==> src/rtl/instr_fetch.sv <==
// instr_fetch: fetch unit with one outstanding request, decode field split and PC sequencing.
// Ports: clk, rst_n (synchronous, active-low);
//        ImemReq/ImemAddr out, ImemReady/ImemData in: instruction memory handshake;
//        Stall/Branch/Zero/Jump/RsData in: decode hold and control-flow feedback;
//        InstrValid, Opcode, Funct, Rs, Rt, Rd, Imm16, Imm26, PC, PCPlus4, InstrCount out.
module instr_fetch #(
   parameter logic [31:0] RESET_PC = 32'h0000_0000
) (
   input  logic        clk,
   input  logic        rst_n,
   output logic        ImemReq,
   output logic [31:0] ImemAddr,
   input  logic        ImemReady,
   input  logic [31:0] ImemData,
   input  logic        Stall,
   input  logic        Branch,
   input  logic        Zero,
   input  logic [1:0]  Jump,
   input  logic [31:0] RsData,
   output logic        InstrValid,
   output logic [5:0]  Opcode,
   output logic [5:0]  Funct,
   output logic [4:0]  Rs,
   output logic [4:0]  Rt,
   output logic [4:0]  Rd,
   output logic [15:0] Imm16,
   output logic [25:0] Imm26,
   output logic [31:0] PC,
   output logic [31:0] PCPlus4,
   output logic [31:0] InstrCount
);
   typedef enum logic {FETCH, HOLD} state_t;
   state_t      state;
   logic        req;
   logic        valid;
   logic [31:0] instr;
   logic [31:0] pc;
   logic [31:0] count;
   logic [31:0] pc_plus4;
   logic [31:0] br_target;
   logic [31:0] next_pc;
   assign pc_plus4  = pc + 32'd4;
   assign br_target = pc_plus4 + {{14{instr[15]}}, instr[15:0], 2'b00};
   assign next_pc   = Jump == 2'b10 ? {RsData[31:2], 2'b00} :
                      Jump == 2'b01 ? {pc_plus4[31:28], instr[25:0], 2'b00} :
                      (Branch && Zero) ? br_target : pc_plus4;
   // req is registered separately from state so that it stays low through reset
   // and the first request appears only once rst_n has been sampled high.
   // The captured word is cleared on consumption so idle fields read as zero.
   always_ff @(posedge clk) begin
      if (!rst_n) begin
         state <= FETCH;
         req   <= 1'b0;
         valid <= 1'b0;
         instr <= '0;
         pc    <= {RESET_PC[31:2], 2'b00};
         count <= '0;
      end else if (state == FETCH) begin
         if (req && ImemReady) begin
            instr <= ImemData;
            valid <= 1'b1;
            req   <= 1'b0;
            state <= HOLD;
         end else begin
            req <= 1'b1;
         end
      end else if (!Stall) begin
         pc    <= next_pc;
         valid <= 1'b0;
         instr <= '0;
         req   <= 1'b1;
         count <= count + 32'd1;
         state <= FETCH;
      end
   end
   assign ImemReq    = req;
   assign ImemAddr   = pc;
   assign InstrValid = valid;
   assign Opcode     = instr[31:26];
   assign Funct      = instr[5:0];
   assign Rs         = instr[25:21];
   assign Rt         = instr[20:16];
   assign Rd         = instr[15:11];
   assign Imm16      = instr[15:0];
   assign Imm26      = instr[25:0];
   assign PC         = pc;
   assign PCPlus4    = pc_plus4;
   assign InstrCount = count;
endmodule

==> config.mk <==
export PLATFORM = sky130hd
export DESIGN_NAME = instr_fetch
export DESIGN_NICKNAME = d
export VERILOG_FILES = /design/src/rtl/instr_fetch.sv
export SDC_FILE = /design/constraint.sdc
export NUM_CORES = 1
export LEC_CHECK = 0
export ABC_CLOCK_PERIOD_IN_PS = 3790
export CAP_MARGIN = 0
export CORE_ASPECT_RATIO = 0.5
export CORE_MARGIN = 2
export CORE_UTILIZATION = 46
export DETAILED_ROUTE_END_ITERATION = 16
export PLACE_DENSITY = 0.82
export SYNTH_ARGS = -nofsm -noshare
export SYNTH_HDL_FRONTEND = slang
export SYNTH_SLANG_ARGS = --single-unit
==> constraint.sdc <==
create_clock -name clk -period 3.79 [get_ports clk]
set_input_delay 0.758 -clock clk [delete_from_list [all_inputs] [get_ports clk]]
set_output_delay 0.758 -clock clk [all_outputs]
set_load 0.05 [all_outputs]
==> reports/results.tsv <==
metric	value	unit
Most used DFF post-synth	dfxtp_1	
CP cell instances	ha_2 -> nand3_2 -> nor2_4 -> and2_4 -> nand4_1 -> xnor2_4 -> ha_1 -> a21o_1 -> buf_4 -> nor3_4 -> a21oi_1 -> nor3_1 -> nor3_1 -> or4_1 -> o211ai_1 -> a31oi_1	
Overflow after GRT	0	
HPWL after DPL	19000	um
dpl cell area	0.0103	mm^2
compound-gate portion of the synthesized area	0.224	
Crit-path slowest cell	or4_1	
largest net degree at the start of global routing	53	
area grow syn2layout	45.7	%
fin cells	1382	
chip width	184	um
initial drt markers	603	
max_slew headroom	0.509	
largest stage delay on the critical path	0.48	ns
P_leak	0.00436	uW
number of global-route vias before repair	7729	
Tcrit/Tclk final	0.985	
CTS Buf Count	9	
Seq/Total Area, Yosys	0.260	
Reg clk slew, reported paths	0.08	ns
Cell Pwr Density	265	mW/mm^2
first-pass GRT wire length	39900	um
Total Routing Usage GR	0.290	
EDFF count, synth	0	
WP data arrival	3.96	ns
metal3 WL	1940	um
Top Layer Used	met4	
CP Class	reg2reg	
GPL Wtd Cong	0.998	
Final min period	3.73	ns
final wirelength	25700	um
Max IR drop VDD	0.227	mV
core area	0.0156	mm^2
mapped cell area	0.00746	mm^2
Final nets	1283	
fmax	268	MHz
total number of vias	7923	
final slew viol count	0	
starting density of the core	0.478	
Req. time, crit path	4.02	ns
Die ar.	0.0173	mm^2
max-cap check violation count	0	
met2 wire length	12300	um
post-layout instance area	0.0109	mm^2
most frequent cells in the layout	clkdlybuf4s50_1, nand2_1, dfxtp_1	
startpoint types	flip-flop	
I/O Pins	271	
Netlist cell types	73	
CTS H-tree lvls	3	
CP Capture Type	flip-flop	
CTS Root Cell	clkbuf_16	
register bit count reported by yosys	97	
placed cells	1355	
share of cells above drive strength 1	0.143	
Final ANT Viol Nets	0	
clk_skew	0.0117	ns
setup violators final	0	
IO buf count	262	
Core Rows	32	
Cells after Synth	957	
Clock Tree Buf Depth	2	
Slew @ Worst Pin	0.736	ns
first drt pass iteration count	5	
Avg Vias per Cell	5.73	
ys async rst share	0	
largest fanout on the critical path	6	
status	finished clean	
clock latency on the worst-skew pair	0.36	ns
Hold WC Path Type	reg2reg	
M1 WL	10700	um
mux share of post-synthesis cell area	0.0164	
height of the chip	94.1	um
DRC Markers	0	
diode count	0	
most frequent CP cell	nor3_1	
Avg WL per Cell	18.6	um
area share of and/or/nand/nor cells after synthesis	0.234	
yosys synthesis warning count	0	
post-synthesis average cell area	7.80	um^2
initial antenna violation count	0	
XOR/XNOR share of the synthesized area	0.0892	
CTS tree	yes	
Final Hold Viols	0	
largest family of logic cells by synthesized area	simple AND/OR/NAND/NOR gates	
most common cell after layout, fill and taps aside	clkdlybuf4s50_1	
clk sinks	97	
Adder-Cell Fraction of Synth Area	0.0647	
## flip-flops by register name, summed over array words and instances, names as in the netlist
signal and cells:
ImemAddr 30, ImemReq 1, InstrCount 32, InstrValid 1, instr 32, state 1
## where the power goes
part           switching [uW]  internal [uW]  leakage [uW]
Combinational             516            310       0.00342
Clock                     482            475      0.000150
Sequential               49.1           1040      0.000798
Total                    1050           1830       0.00436
## path summary, 6_finish.rpt
path | startpoint | end | slack [ns] | cells past startpoint
max | ImemAddr[3] | ImemAddr[19] | 0.06 | 16
min | instr[28] | instr[28] | 0.48 | 2
max reg2reg | ImemAddr[3] | ImemAddr[19] | 0.06 | 16
min reg2reg | instr[28] | instr[28] | 0.48 | 2
## layer usage
layer  GRT usage  up-vias
li1            -     3758
met1       0.362     3773
met2       0.500      331
met3      0.0636       61
met4      0.0967        0
met5           0        -
## cells in the mapped netlist (all sizes together) (17+ instances only)
master  instances  share of area
nand2         109          0.055
dfxtp          97           0.26
buf            87          0.086
nand3          65          0.044
nor2           62          0.031
xnor2          48          0.056
a21oi          46          0.031
a21boi         40          0.040
ha             37          0.062
o21ai          35          0.023
clkbuf         34          0.017
and2           33          0.028
xor2           28          0.033
o211ai         24          0.025
nor3           20          0.015
and3           17          0.014
## critical path, delay by kind of cell, from the launching register on
kind | cells | cell delay [ns]
buffers and inverters | 1 | 0.15
and+or+nand+nor | 8 | 1.72
DFF | 1 | 0.38
adders and majority gates | 2 | 0.54
AOI/OAI and AO/OA | 4 | 0.57
xor gates and xnor gates | 1 | 0.22
## final cells by class
type	count	area (um^2)
Clock buffer	9	225
Clock inverter	7	86.3
Multi-Input combinational cell	728	5220
Fill cell	1276	4740
Sequential cell	97	1990
Tap cell	204	255
Inverter	16	60.1
Timing Repair Buffer	321	3050
## stage by stage
| stage | util | hold WS, ns | TNS, ns | setup slack, ns | total power, uW |
|---|---|---|---|---|---|
| after floorplan | - | 0.492 | -0.0181 | -0.0181 | 1660 |
| after global placement | 0.659 | 0.462 | 0 | 0.0353 | 1910 |
| after detailed placement | 0.659 | 0.473 | -0.0747 | -0.0598 | 1920 |
| after CTS | 0.680 | 0.484 | 0 | 0.00782 | 2880 |
| after global routing | 0.697 | 0.516 | -0.309 | -0.0775 | 2980 |
| final | 0.697 | 0.481 | 0 | 0.0553 | 2880 |
## repair_timing
| action | 4_1_cts | 5_1_grt |
|---|---|---|
| hold endpoints to repair | 0 | 0 |
| pin swaps | 0 | 13 |
| setup endpoints to repair | 7 | 16 |
| gates resized for setup | 4 | 36 |
| buffers inserted | 0 | 11 |
| hold buffers | 0 | 0 |
## cells by family (layout without fill, tap and decap cells)
group | Yosys count | after routing
other | 1 | 6
DFF | 97 | 97
AOI/OAI and AO/OA | 238 | 238
buffers and inverters | 137 | 353
xor gates and xnor gates | 76 | 76
and+or+nand+nor | 358 | 358
muxes | 12 | 12
adders and majority gates | 38 | 38
Note: power is estimated with default switching activity, not from simulation.
